==> config.mk <==
export PLATFORM = sky130hd
export DESIGN_NAME = alu_sequencer_flat
export DESIGN_NICKNAME = d
export VERILOG_FILES = /design/src/rtl/alu_pkg.sv /design/src/rtl/alu_sequencer_if.sv /design/src/rtl/alu.sv /design/src/rtl/alu_sequencer.sv /design/src/flat_wrapper.sv
export SDC_FILE = /design/constraint.sdc
export NUM_CORES = 1
export LEC_CHECK = 0
export ABC_AREA = 1
export BUFFER_PORTS_ARGS = -buffer_cell sky130_fd_sc_hd__buf_2
export CORE_MARGIN = 10
export CORE_UTILIZATION = 35
export DETAILED_ROUTE_END_ITERATION = 8
export PLACE_DENSITY = 0.63
export SYNTH_ARGS = -nofsm -noshare
export SYNTH_HDL_FRONTEND = slang
export SYNTH_HIERARCHICAL = 1
export SYNTH_SLANG_ARGS = --single-unit
export TNS_END_PERCENT = 1
==> constraint.sdc <==
create_clock -name clk -period 4 [get_ports clk]
set_input_delay 0.6 -clock clk [delete_from_list [all_inputs] [get_ports clk]]
set_output_delay 0.6 -clock clk [all_outputs]
set_load 0.05 [all_outputs]
==> src/rtl/alu_pkg.sv <==
// Shared opcode constants and sequencer state encoding for the ALU sequencer slice.
package alu_pkg;

  localparam int OP_ADD = 0;
  localparam int OP_SUB = 1;
  localparam int OP_AND = 2;
  localparam int OP_OR  = 3;
  localparam int OP_XOR = 4;
  localparam int OP_NOT = 5;
  localparam int OP_MUL = 6;
  localparam int OP_CMP = 7;

  typedef enum logic [1:0] {
    ST_IDLE,
    ST_EXEC,
    ST_MUL,
    ST_RESP
  } state_e;

endpackage

==> src/rtl/alu_sequencer_if.sv <==
// Command/response bus between a requester (master) and the ALU sequencer (slave).
interface alu_sequencer_if #(
  parameter int word_len = 16,
  parameter int op_len   = 16
);

  logic                cmd_valid;
  logic                cmd_ready;
  logic [op_len-1:0]   cmd_op;
  logic [word_len-1:0] cmd_a;
  logic [word_len-1:0] cmd_b;
  logic                rsp_valid;
  logic                rsp_ready;
  logic [word_len-1:0] rsp_data;
  logic                flag_z;
  logic                flag_n;
  logic                flag_v;

  modport master (
    output cmd_valid, cmd_op, cmd_a, cmd_b, rsp_ready,
    input  cmd_ready, rsp_valid, rsp_data, flag_z, flag_n, flag_v
  );

  modport slave (
    input  cmd_valid, cmd_op, cmd_a, cmd_b, rsp_ready,
    output cmd_ready, rsp_valid, rsp_data, flag_z, flag_n, flag_v
  );

endinterface

==> src/rtl/alu.sv <==
// Combinational ALU; carry reports add carry-out or subtract borrow-out.
module alu
  import alu_pkg::*;
#(
  parameter int word_len = 16,
  parameter int op_len   = 16
) (
  input  logic [word_len-1:0] a,
  input  logic [word_len-1:0] b,
  input  logic [op_len-1:0]   op,
  output logic [word_len-1:0] result,
  output logic                carry
);

  always_comb begin
    result = '0;
    carry  = 1'b0;
    case (op)
      op_len'(OP_ADD): {carry, result} = {1'b0, a} + {1'b0, b};
      op_len'(OP_SUB): {carry, result} = {1'b0, a} - {1'b0, b};
      op_len'(OP_AND): result = a & b;
      op_len'(OP_OR):  result = a | b;
      op_len'(OP_XOR): result = a ^ b;
      op_len'(OP_NOT): result = ~a;
      // Unrecognised opcodes pass operand a through untouched.
      default:         result = a;
    endcase
  end

endmodule

==> src/rtl/alu_sequencer.sv <==
// Sequences single-cycle ALU ops and a shift-add multiply through one shared ALU.
module alu_sequencer
  import alu_pkg::*;
#(
  parameter int word_len = 16,
  parameter int op_len   = 16
) (
  input logic            clk,
  input logic            rst_n,
  alu_sequencer_if.slave bus
);

  localparam int CNT_W = $clog2(word_len) + 1;

  state_e              state_q, state_d;
  logic [op_len-1:0]   op_q, op_d;
  logic [word_len-1:0] a_q, a_d;
  logic [word_len-1:0] b_q, b_d;
  logic [word_len-1:0] acc_q, acc_d;
  logic [word_len-1:0] mcand_q, mcand_d;
  logic [word_len-1:0] mplier_q, mplier_d;
  logic [CNT_W-1:0]    cnt_q, cnt_d;
  logic                ovf_q, ovf_d;
  logic [word_len-1:0] rsp_data_q, rsp_data_d;
  logic                flag_z_q, flag_z_d;
  logic                flag_n_q, flag_n_d;
  logic                flag_v_q, flag_v_d;

  logic [word_len-1:0] alu_a, alu_b, alu_res;
  logic [op_len-1:0]   alu_op;
  logic                alu_carry;
  logic [word_len-1:0] acc_nx;
  logic                ovf_nx;

  alu #(
    .word_len (word_len),
    .op_len   (op_len)
  ) u_alu (
    .a      (alu_a),
    .b      (alu_b),
    .op     (alu_op),
    .result (alu_res),
    .carry  (alu_carry)
  );

  // During multiply the ALU accumulates; otherwise it sees the latched command, CMP as SUB.
  always_comb begin
    alu_a  = a_q;
    alu_b  = b_q;
    alu_op = op_q;
    if (state_q == ST_MUL) begin
      alu_a  = acc_q;
      alu_b  = mcand_q;
      alu_op = op_len'(OP_ADD);
    end else if (op_q == op_len'(OP_CMP)) begin
      alu_op = op_len'(OP_SUB);
    end
  end

  always_comb begin
    state_d    = state_q;
    op_d       = op_q;
    a_d        = a_q;
    b_d        = b_q;
    acc_d      = acc_q;
    mcand_d    = mcand_q;
    mplier_d   = mplier_q;
    cnt_d      = cnt_q;
    ovf_d      = ovf_q;
    rsp_data_d = rsp_data_q;
    flag_z_d   = flag_z_q;
    flag_n_d   = flag_n_q;
    flag_v_d   = flag_v_q;
    acc_nx     = acc_q;
    ovf_nx     = ovf_q;

    case (state_q)
      ST_IDLE: begin
        if (bus.cmd_valid) begin
          op_d     = bus.cmd_op;
          a_d      = bus.cmd_a;
          b_d      = bus.cmd_b;
          acc_d    = '0;
          mcand_d  = bus.cmd_a;
          mplier_d = bus.cmd_b;
          cnt_d    = '0;
          ovf_d    = 1'b0;
          state_d  = (bus.cmd_op == op_len'(OP_MUL)) ? ST_MUL : ST_EXEC;
        end
      end
      ST_EXEC: begin
        rsp_data_d = (op_q == op_len'(OP_CMP)) ? '0 : alu_res;
        flag_z_d   = (alu_res == '0);
        flag_n_d   = alu_res[word_len-1];
        flag_v_d   = ((op_q == op_len'(OP_ADD)) || (op_q == op_len'(OP_SUB)) ||
                      (op_q == op_len'(OP_CMP))) ? alu_carry : 1'b0;
        state_d    = ST_RESP;
      end
      ST_MUL: begin
        if (mplier_q[0]) begin
          acc_nx = alu_res;
          ovf_nx = ovf_q | alu_carry;
        end
        acc_d    = acc_nx;
        ovf_d    = ovf_nx;
        mcand_d  = mcand_q << 1;
        mplier_d = mplier_q >> 1;
        cnt_d    = cnt_q + CNT_W'(1);
        // Last of word_len steps: publish the product built in this same step.
        if (cnt_q == CNT_W'(word_len - 1)) begin
          rsp_data_d = acc_nx;
          flag_z_d   = (acc_nx == '0);
          flag_n_d   = acc_nx[word_len-1];
          flag_v_d   = ovf_nx;
          state_d    = ST_RESP;
        end
      end
      ST_RESP: begin
        if (bus.rsp_ready) begin
          state_d = ST_IDLE;
        end
      end
      default: state_d = ST_IDLE;
    endcase
  end

  always_ff @(posedge clk) begin
    if (!rst_n) begin
      state_q    <= ST_IDLE;
      op_q       <= '0;
      a_q        <= '0;
      b_q        <= '0;
      acc_q      <= '0;
      mcand_q    <= '0;
      mplier_q   <= '0;
      cnt_q      <= '0;
      ovf_q      <= 1'b0;
      rsp_data_q <= '0;
      flag_z_q   <= 1'b0;
      flag_n_q   <= 1'b0;
      flag_v_q   <= 1'b0;
    end else begin
      state_q    <= state_d;
      op_q       <= op_d;
      a_q        <= a_d;
      b_q        <= b_d;
      acc_q      <= acc_d;
      mcand_q    <= mcand_d;
      mplier_q   <= mplier_d;
      cnt_q      <= cnt_d;
      ovf_q      <= ovf_d;
      rsp_data_q <= rsp_data_d;
      flag_z_q   <= flag_z_d;
      flag_n_q   <= flag_n_d;
      flag_v_q   <= flag_v_d;
    end
  end

  // cmd_ready is masked by rst_n so nothing looks accepted while held in reset.
  assign bus.cmd_ready = rst_n && (state_q == ST_IDLE);
  assign bus.rsp_valid = (state_q == ST_RESP);
  assign bus.rsp_data  = rsp_data_q;
  assign bus.flag_z    = flag_z_q;
  assign bus.flag_n    = flag_n_q;
  assign bus.flag_v    = flag_v_q;

endmodule

==> src/flat_wrapper.sv <==
// flat-port wrapper written by rule: the top's interface ports become plain ports
module alu_sequencer_flat import alu_pkg::*;
#(
  parameter int word_len = 16,
  parameter int op_len   = 16
)
  (clk, rst_n, bus_cmd_valid, bus_cmd_op, bus_cmd_a, bus_cmd_b, bus_rsp_ready, bus_cmd_ready, bus_rsp_valid, bus_rsp_data, bus_flag_z, bus_flag_n, bus_flag_v);
  alu_sequencer_if #(.word_len(word_len), .op_len(op_len)) bus_i ();
  input logic clk;
  input logic rst_n;
  input wire logic [$bits(bus_i.cmd_valid)-1:0] bus_cmd_valid;
  input wire logic [$bits(bus_i.cmd_op)-1:0] bus_cmd_op;
  input wire logic [$bits(bus_i.cmd_a)-1:0] bus_cmd_a;
  input wire logic [$bits(bus_i.cmd_b)-1:0] bus_cmd_b;
  input wire logic [$bits(bus_i.rsp_ready)-1:0] bus_rsp_ready;
  output wire logic [$bits(bus_i.cmd_ready)-1:0] bus_cmd_ready;
  output wire logic [$bits(bus_i.rsp_valid)-1:0] bus_rsp_valid;
  output wire logic [$bits(bus_i.rsp_data)-1:0] bus_rsp_data;
  output wire logic [$bits(bus_i.flag_z)-1:0] bus_flag_z;
  output wire logic [$bits(bus_i.flag_n)-1:0] bus_flag_n;
  output wire logic [$bits(bus_i.flag_v)-1:0] bus_flag_v;
  assign bus_i.cmd_valid = bus_cmd_valid;
  assign bus_i.cmd_op = bus_cmd_op;
  assign bus_i.cmd_a = bus_cmd_a;
  assign bus_i.cmd_b = bus_cmd_b;
  assign bus_i.rsp_ready = bus_rsp_ready;
  assign bus_cmd_ready = bus_i.cmd_ready;
  assign bus_rsp_valid = bus_i.rsp_valid;
  assign bus_rsp_data = bus_i.rsp_data;
  assign bus_flag_z = bus_i.flag_z;
  assign bus_flag_n = bus_i.flag_n;
  assign bus_flag_v = bus_i.flag_v;
  alu_sequencer #(.word_len(word_len), .op_len(op_len)) u_core (.clk(clk), .rst_n(rst_n), .bus(bus_i));
endmodule
==> impl_results.md, run 1 <==
- Status: completed
- HP Class: in2reg
- Cells on worst reg2reg path: 25
- Mux share of post-synthesis cell area: 0%
- Io pins: between 70 and 80
- Max IR drop VDD: 0.000348 V
- Die area: 32,400 um^2
- Hold-fix buffers, CTS: 0
- PwrDens: approximately 800 nW/um^2
- WHS Endpoint: u_core/b_q[15]$_SDFFE_PN0P_
- RePlAce Congestion: about 1.0
- Final hold violation count: 0
- Via density per instance: approximately 5.1
- Fmax: ~270 MHz
- Crit path top cell by count: nand2_1
- Vias in the first global route: around 8,800
- Placed cells: between 1,500 and 2,000
- Most common cell in the netlist: nand2_1
- XOR/XNOR Fraction of Synth Area: less than 1%
- Starting density of the core: 35.6%
- Largest family of logic cells by synthesized area: simple AND/OR/NAND/NOR gates
- Register area share after synthesis: 27.5%
- Die Ht: around 180 um
- Die width: 180 um
- Buffers on Ports: roughly 70
- FF+latch count, synth: approximately 120
- Final Setup Violations: 0
- Post-route ant nets: 0
- RSZ-0062 raised after global routing: no
- FF-to-FF End: u_core/bus.flag_z$_SDFFE_PN0P_
- Post-Synth Adder-Cell Area: 8.27%
- Leakage: approximately 4.8 nW
- Final hold slack: 0.442 ns
- Synth area leaders: dfxtp_1 (28%), nand2_1 (19%), nor2_1 (8.1%)
- Final Cycle Share: between 90% and 100%
- Initial antenna violation count: 0
- Setup crit start: u_core/state_q[0]$_SDFFE_PN0P_
- Syn avg cell area: roughly 6.1 um^2
- Later-pin clock latency in the skew report: between 0.4 and 0.5 ns
- Yosys top cell area share: between 20 and 30%
- Final Skew: 0.0149 ns
- CTS tree: built
- CTS Buf Count: 17
- Fin cells: ~1,900
- Register area: between 2000 and 2500 um^2
- H-tree level count: 4
- Largest net degree at the start of global routing: 55
- CP max stage cell: fa_1
- Worst Path Max Fanout: 14
- Yosys cell types: slightly above 40
- Post-synth EDFFs: 0
- Max-Cap Viols: 0
- Routed wire length per instance: 16.2 um
- Async SR Flop Fraction: 0%
- Placement Cell Area: 9550 um^2
- CP Class: reg2reg
- Setup TNS: 0 ns
- # fillers: ~2,700
- Most frequent cells after synthesis: nand2_1 (445), nor2_1 (192), inv_1 (153)
- Post-synthesis compound-gate area fraction: between 10% and 20%
- Worst Hold Launch: bus_cmd_b[15]
- Synthesized net count: between 1,500 and 2,000
- Core ar.: 25,200 um^2
- Max-slew headroom: 45.1%
- R2R Setup Slk: 0.31 ns
- Initial drt markers: 863
- GRT overflow: 0
- Multi-input logic area: about 5400 um^2
- Worst EP arrival: 4.03 ns
- Area leader, netlist: dfxtp_1
- Worst-margin pin slew: 0.821 ns
- Worst r2r src: u_core/state_q[0]$_SDFFE_PN0P_
- Clk root buf: clkbuf_16
- Mapped Cells: ~1,500
- Slowest Stage Delay on Critical Path: about 0.43 ns
- Pins over their slew limit: 0
- Post-detail-place hpwl: about 23 mm
- Ant. Diodes: 0
- Row count: 58
- Cell depth of the worst hold path: 3
- Simple-gate share of the synthesized area: a little under two fifths
- Remaining DRCs: 0
- Drt pass-1 iters: 7
- Final Critical Period: between 3 and 4 ns
- Share of cells above drive strength 1: between 10% and 20%
- Synth Flop Type: dfxtp_1
- Delay-heaviest family, CP: simple AND/OR/NAND/NOR gates
- Nets: 1,642
- Post-route cell area: 10,200 um^2
- Startpoint types: register
- Tot GR Track Use: 17.8%
- DR vias: just under 10,000
- Worst Path Buf+Inv: 7
- Post-Syn Area: about 9000 um^2
- Area grow syn2layout: 14.4%
- Worst EP required: around 4.4 ns
- Post-Route WL: 30.3 mm
- First-pass GRT wire length: around 47 mm
- Synth Warn #: 6
- Bufs on Longest Clock Path: 2
- CP endpoint kind: register
- Clk slew on worst S/H paths: 0.06 ns
- # clock sinks: between 100 and 150
-- placed cells by master (no fill, tap or decap), types with 5 or more instances in the layout --
cell type     n
o21ai_1      26
a31oi_1      32
inv_6         7
nor3_1       13
inv_1       153
ha_1         54
nand3_1     108
buf_4        34
or2_2         6
buf_2        72
a21oi_1      91
clkbuf_16    20
o22ai_1      10
nor2_1      192
o21ai_0      88
nand4_1      24
nand2_1     445
dfxtp_1     123
clkinvlp_4    5
-- cells by family (layout without fill, tap and decap cells) --
kind of cell,after synthesis,after routing
xor gates and xnor gates,3,3
AOI/OAI and AO/OA,254,254
buffers and inverters,238,304
and+or+nand+nor,803,803
adders and majority gates,58,58
DFF,123,123
-- layout make-up --
class	count	share of cell area, %
Clock buffer	17	4.15
Sequential cell	123	24.0
Tap cell	330	4.03
Clock inverter	15	1.48
Multi-Input combinational cell	1118	53.1
Inverter	160	5.94
Timing Repair Buffer	112	7.24
-- registers in the layout, summed over array words and instances, names as in the netlist --
signal,count
u_core/bus.flag_n,1
u_core/op_q,16
u_core/b_q,16
u_core/bus.flag_v,1
u_core/a_q,16
u_core/mcand_q,16
u_core/acc_q,16
u_core/cnt_q,5
u_core/bus.rsp_data,16
u_core/mplier_q,16
u_core/bus.flag_z,1
u_core/state_q,2
u_core/ovf_q,1
-- worst register-to-register path: stages, from the launching register on --
cell     delay (ns)
dfxtp_1        0.35
inv_1          0.09
ha_4           0.21
inv_4          0.12
buf_12         0.16
nand2_1        0.07
o21ai_1        0.10
buf_4          0.15
ha_1           0.22
inv_1          0.09
fa_1           0.43
inv_1          0.11
nand2_1        0.09
nand2_1        0.15
nand2_1        0.13
nand2_1        0.08
nand2_1        0.05
nand3_1        0.06
nand4_1        0.23
inv_1          0.14
nand2_1        0.05
o21ai_0        0.11
nand2_1        0.10
nor2_1         0.12
nand3_1        0.09
a21oi_1        0.12
-- report_power, final --
group / total [W] / internal (W) / switching [W]
combinational: 0.00497 / 0.00152 / 0.00345
sequential: 0.00174 / 0.00155 / 0.000196
clock: 0.00151 / 0.000875 / 0.000634
-- routing by layer --
layer	share of wire, %	GRT usage, %
met1	45	23.5
met2	44	27.6
met3	8.0	3.94
met4	3.2	6.72
met5	0	0
-- how the worst max path moves through the flow --
stage	to	slack [ns]	depth (start not counted)
3_5_place_dp	u_core/bus.flag_z$_SDFFE_PN0P_	0.23	25
4_1_cts	u_core/bus.flag_z$_SDFFE_PN0P_	0.19	25
5_1_grt	u_core/bus.flag_z$_SDFFE_PN0P_	0.01	27
2_1_floorplan	u_core/bus.flag_z$_SDFFE_PN0P_	0.70	21
3_3_place_gp	u_core/bus.flag_z$_SDFFE_PN0P_	0.23	25
6_report	u_core/bus.flag_z$_SDFFE_PN0P_	0.31	25
-- repair_timing --
item,4_1_cts,5_1_grt
resized for setup,0,7
endpoints found under the setup margin,0,11
setup buffers,0,2
-- through the flow --
stage	setup WS, ns	util, %	total power (W)
5_1_grt	0.00990	40.7	0.00890
4_1_cts	0.186	40.2	0.00806
6_report	0.313	40.7	0.00823
3_5_place_dp	0.225	37.9	0.00652
2_1_floorplan	0.699	-	0.00533
3_3_place_gp	0.229	37.9	0.00650
No activity file was read; power rests on OpenSTA's default activity.
==> inputs of run 2 (changes only) <==
Settings changed: CORE_MARGIN 10 to default.
==> run 2 against run 1 <==
Net effect:
- first-iteration DRC count decreased by 20%
- critical path type unchanged
- count of clock-buffer cells in the layout unchanged
- sequential cell count unchanged
- worst hold slack improved by 0.0029 ns
- sequential share of layout area increased by 0.42 points
- combinational power decreased by 4.4%
- register-to-register slack got worse by 0.04 ns
- critical endpoint unchanged
- largest cell class unchanged
- global-route usage increased by 4.0 points
- highest routed layer unchanged
- total power decreased by 2.6%
- die area decreased by 19%
==> impl_results.md, run 2 (synthesized netlist as in run 1, its figures left out) <==
- Area grow syn2layout: 12.4%
- CTS Buf Count: 17
- Core ar.: approximately 25,000 um^2
- HP Class: in2reg
- Die Ht: about 160 um
- Routed wire length per instance: approximately 15 um
- Register area: 2460 um^2
- Max-Cap Viols: 0
- RePlAce Congestion: 0.965
- Worst-margin pin slew: between 0.9 and 1 ns
- Vias in the first global route: 8,703
- Final Skew: around 0.017 ns
- CTS tree: built
- Die area: between 20,000 and 30,000 um^2
- Starting density of the core: between 30% and 40%
- CP endpoint kind: register
- Buffers on Ports: 72
- Status: completed
- Leakage: approximately 4.7 nW
- Clk slew on worst S/H paths: around 0.060 ns
- Final Setup Violations: 0
- Setup crit start: u_core/state_q[0]$_SDFFE_PN0P_
- Via density per instance: 5.15
- Post-route ant nets: 0
- PwrDens: roughly 800 nW/um^2
- CP Class: reg2reg
- Setup ws final: between 0.2 and 0.3 ns
- Max-slew headroom: between 30% and 40%
- Fmax: roughly 270 MHz
- Later-pin clock latency in the skew report: 0.43 ns
- # fillers: about 2,800
- Commonest non-fill, non-tap cell in the layout: nand2_1
- Die width: 162 um
- RSZ-0062 raised after global routing: no
- GRT overflow: 0
- Row count: between 50 and 60
- Max IR drop VDD: approximately 0.00037 V
- # clock sinks: 123
- Tot GR Track Use: 21.8%
- Largest net degree at the start of global routing: between 60 and 70
- Worst EP arrival: 4.07 ns
- Ant. Diodes: 0
- Io pins: between 70 and 80
- Share of cells above drive strength 1: 9.88%
- Multi-input logic area: approximately 5400 um^2
- Nets: 1,626
- Drt pass-1 iters: 5
- R2R Setup Slk: around 0.28 ns
- Initial antenna violation count: 0
- Worst Hold Launch: bus_cmd_b[15]
- Worst Path Max Fanout: 48
- Fin cells: around 1,900
- Initial drt markers: between 600 and 700
- Remaining DRCs: 0
- Setup TNS: 0 ns
- Final Critical Period: between 3 and 4 ns
- Final hold slack: between 0.4 and 0.5 ns
- Post-Route WL: 28.4 mm
- Worst r2r src: u_core/state_q[0]$_SDFFE_PN0P_
- Worst EP required: 4.35 ns
- Pins over their slew limit: 0
- Placed cells: roughly 1,800
- Clk root buf: clkbuf_16
- First-pass GRT wire length: about 45 mm
- Dpl ws: roughly 0.36 ns
- Finished Core Util: around 40%
- Final Cycle Share: between 90% and 100%
- DR vias: approximately 9,600
- Most frequent cells in the layout: nand2_1 (445), nor2_1 (192), inv_1 (153)
- Hold-fix buffers, CTS: 0
- Startpoint types: register
- Bufs on Longest Clock Path: 2
- H-tree level count: 4
- Final hold violation count: 0
- Post-detail-place hpwl: about 22 mm
## run 2: cell count changes in the layout (fill, tap and decap cells not counted), moves of 3 or more
cell	delta
clkinv_4	+3
buf_4	-12
inv_8	+3
clkinvlp_4	-4
inv_6	-3
clkbuf_16	-3
## run 2: worst paths after layout
kind              depth (start not counted)                              to
setup / recovery                         23  u_core/bus.flag_z$_SDFFE_PN0P_
hold / removal                            3     u_core/b_q[15]$_SDFFE_PN0P_
setup reg to reg                         23  u_core/bus.flag_z$_SDFFE_PN0P_
hold reg to reg                           2    u_core/cnt_q[4]$_SDFFE_PN0P_
## run 2: per-layer routing
layer	global-route usage [%]	vias up	wire, um
met2	35.6	336	12900
met1	29.1	4380	13000
met5	0	-	0
met3	3.58	38	1800
met4	7.12	0	647
li1	-	4823	-
## run 2: metrics by stage
stage	power, W	instance area, um^2
6_report	0.00801	10100
5_1_grt	0.00868	10100
4_1_cts	0.00797	10100
3_5_place_dp	0.00640	9470
3_3_place_gp	0.00637	9470
2_1_floorplan	0.00533	8950
## run 2: power breakdown
group | leakage (nW) | internal (W) | switching [W] | total, W
clock | 0.291 | 0.000891 | 0.000659 | 0.00155
sequential | 1.01 | 0.00155 | 0.000167 | 0.00171
combinational | 3.41 | 0.00138 | 0.00337 | 0.00475
total | 4.71 | 0.00381 | 0.00420 | 0.00801
## run 2: layout make-up
class | count | area share (%)
Clock inverter | 15 | 1.70
Sequential cell | 123 | 24.5
Multi-Input combinational cell | 1118 | 53.9
Clock buffer | 17 | 4.23
Inverter | 160 | 6.02
Timing Repair Buffer | 96 | 5.62
Tap cell | 330 | 4.10
## run 2: what timing repair did
item	4_1_cts	5_1_grt
setup endpoints to repair	0	1
gates resized for setup	0	1
setup buffers	0	0
## run 2: critical path, stage by stage (launching register included)
cell     delay (ns)
dfxtp_1        0.32
inv_1          0.09
ha_2           0.22
buf_12         0.25
nand2_1        0.16
nand2_1        0.19
inv_1          0.07
ha_1           0.45
inv_1          0.14
nand2_1        0.08
nand2_1        0.10
inv_1          0.09
nand3_1        0.17
nand3_1        0.14
nand3_1        0.08
nand3_1        0.11
nand4_1        0.16
inv_1          0.15
nand2_1        0.05
o21ai_0        0.16
nand3_1        0.12
nor2_1         0.13
nand3_1        0.08
a21oi_1        0.12
==> inputs of run 3 (changes only) <==
Settings changed: RECOVER_POWER from default to 100.
==> run 3 against run 2 <==
Net effect:
- the run now ends with max-capacitance violations, max-slew violations left
- register-to-register slack hardly changed
- wire length is 0.22% higher
- clock power barely moved
- maximum frequency up 0.24%
- worst setup slack improved by 0.0091 ns
- critical endpoint is now u_core/bus.rsp_data[3]$_SDFFE_PN0P_
- largest power group unchanged
==> impl_results.md, run 3 (synthesized netlist as in run 1, its figures left out) <==
- Fmax: roughly 270 MHz
- RSZ-0062 raised after global routing: no
- Final hold violation count: 0
- RePlAce Congestion: ~0.97
- Multi-input logic area: 5400 um^2
- Worst EP required: 4.35 ns
- DR vias: 9,573
- Share of cells above drive strength 1: roughly 8%
- CP Class: reg2reg
- CP max stage cell: o211ai_1
- Register area: between 2000 and 2500 um^2
- Max-Cap Viols: 2
- Vias in the first global route: a little under 9,000
- Worst Path Max Fanout: 48
- Clk root buf: clkbuf_16
- Commonest non-fill, non-tap cell in the layout: nand2_1
- Final Cycle Share: between 90% and 100%
- Worst-margin pin slew: ~1.9 ns
- Tot GR Track Use: between 20% and 30%
- Ant. Diodes: 0
- Slowest Stage Delay on Critical Path: around 0.84 ns
- CP endpoint kind: register
- Setup TNS: 0 ns
- Die area: 26,200 um^2
- Routed wire length per instance: roughly 15 um
- Post-Route WL: approximately 28 mm
- Post-route cell area: 10,000 um^2
- Nets: 1,626
- Pins over their slew limit: 119
- Status: finished with violations
- Drt pass-1 iters: 5
- Initial antenna violation count: 0
- Area grow syn2layout: 11.8%
- Largest net degree at the start of global routing: between 60 and 70
- Dpl ws: 0.358 ns
- Post-cts sizing count: 0
- CTS tree: built
- Clk slew on worst S/H paths: roughly 0.070 ns
- Later-pin clock latency in the skew report: 0.43 ns
- Buffers on Ports: a little over 70
- # clock sinks: approximately 120
- GRT overflow: 0
- Final Skew: roughly 0.015 ns
- Starting density of the core: 35.7%
- Crit-path cells: inv_1, ha_2, buf_12, buf_4, nor2_1, nor2_1, o211ai_1, and2_4, nand2_1, nand3_1, inv_1, nand2_1, o21ai_1, nor2_1, nor2_1, a21oi_1
- HP Class: in2reg
- Initial drt markers: 689
- Most frequent cells in the layout: nand2_1 (446), nor2_1 (193), inv_1 (155)
- Failing checks: max-capacitance violations, max-slew violations
- Final Critical Period: ~3.7 ns
- PwrDens: between 700 and 800 nW/um^2
- Hold-fix buffers, CTS: 0
- Post-route ant nets: 0
- CTS Buf Count: 17
- H-tree level count: 4
- Io pins: between 70 and 80
- Final Setup Violations: 0
- Setup ws final: approximately 0.29 ns
- Startpoint types: register
- Remaining DRCs: 0
- Max-slew headroom: -28.3%
- Post-detail-place hpwl: 21.6 mm
- Row count: slightly below 60
- Worst EP arrival: slightly above 4 ns
- Crit path top cell by count: nor2_1
- Via density per instance: roughly 5.1
- Core ar.: between 20,000 and 30,000 um^2
- Die width: ~160 um
- Placement Cell Area: 9470 um^2
- Leakage: between 4 and 5 nW
- Post-CTS Setup Bufs: 0
- First-pass GRT wire length: 45.2 mm
- Die Ht: about 160 um
- Max IR drop VDD: approximately 0.00036 V
- Bufs on Longest Clock Path: 2
- # fillers: between 2,000 and 3,000
run 3: worst paths after layout:
path / startpoint / end / slack (ns) / cells past startpoint
hold reg to reg: u_core/b_q[15]$_SDFFE_PN0P_ / u_core/b_q[15]$_SDFFE_PN0P_ / 0.47 / 2
setup / recovery: u_core/state_q[0]$_SDFFE_PN0P_ / u_core/bus.rsp_data[3]$_SDFFE_PN0P_ / 0.29 / 16
hold / removal: bus_cmd_b[7] / u_core/mplier_q[7]$_SDFFE_PN0P_ / 0.44 / 3
setup reg to reg: u_core/state_q[0]$_SDFFE_PN0P_ / u_core/bus.rsp_data[3]$_SDFFE_PN0P_ / 0.29 / 16
run 3: layout make-up:
class / instances / share of cell area [%]
Tap cell: 330 / 4.12
Clock inverter: 15 / 1.71
Multi-Input combinational cell: 1118 / 54.0
Inverter: 160 / 6.00
Clock buffer: 17 / 4.25
Timing Repair Buffer: 96 / 5.36
Sequential cell: 123 / 24.6
run 3: stage by stage:
stage | std cells | hold slack [ns] | total power (W) | utilization, %
floorplan | 1479 | 0.439 | 0.00533 | -
global placement | 1827 | 0.449 | 0.00637 | 37.7
detailed placement | 1827 | 0.455 | 0.00640 | 37.7
CTS | 1859 | 0.424 | 0.00797 | 40.1
global route | 1859 | 0.431 | 0.00864 | 39.9
finish | 1859 | 0.443 | 0.00797 | 39.9
run 3: worst max-delay path, delay by kind of cell (launching register included):
family                     cells  cell delay [ns]
and+or+nand+nor                8             1.39
AOI/OAI and AO/OA              3             1.09
buffers and inverters          4             0.61
DFF                            1             0.35
adders and majority gates      1             0.21
run 3: report_power, final:
part           switching [W]  internal [W]
Combinational        0.00336       0.00135
Sequential          0.000166       0.00155
Clock               0.000659      0.000890
Total                0.00418       0.00379
run 3: per-layer routing:
layer	part of all wire, %	routed length (um)	up-vias	global-route usage, %
li1	-	-	4817	-
met1	45	12900	4378	29.1
met2	46	13000	335	35.6
met3	6.6	1880	43	3.58
met4	2.3	648	0	7.12
met5	0	0	-	0
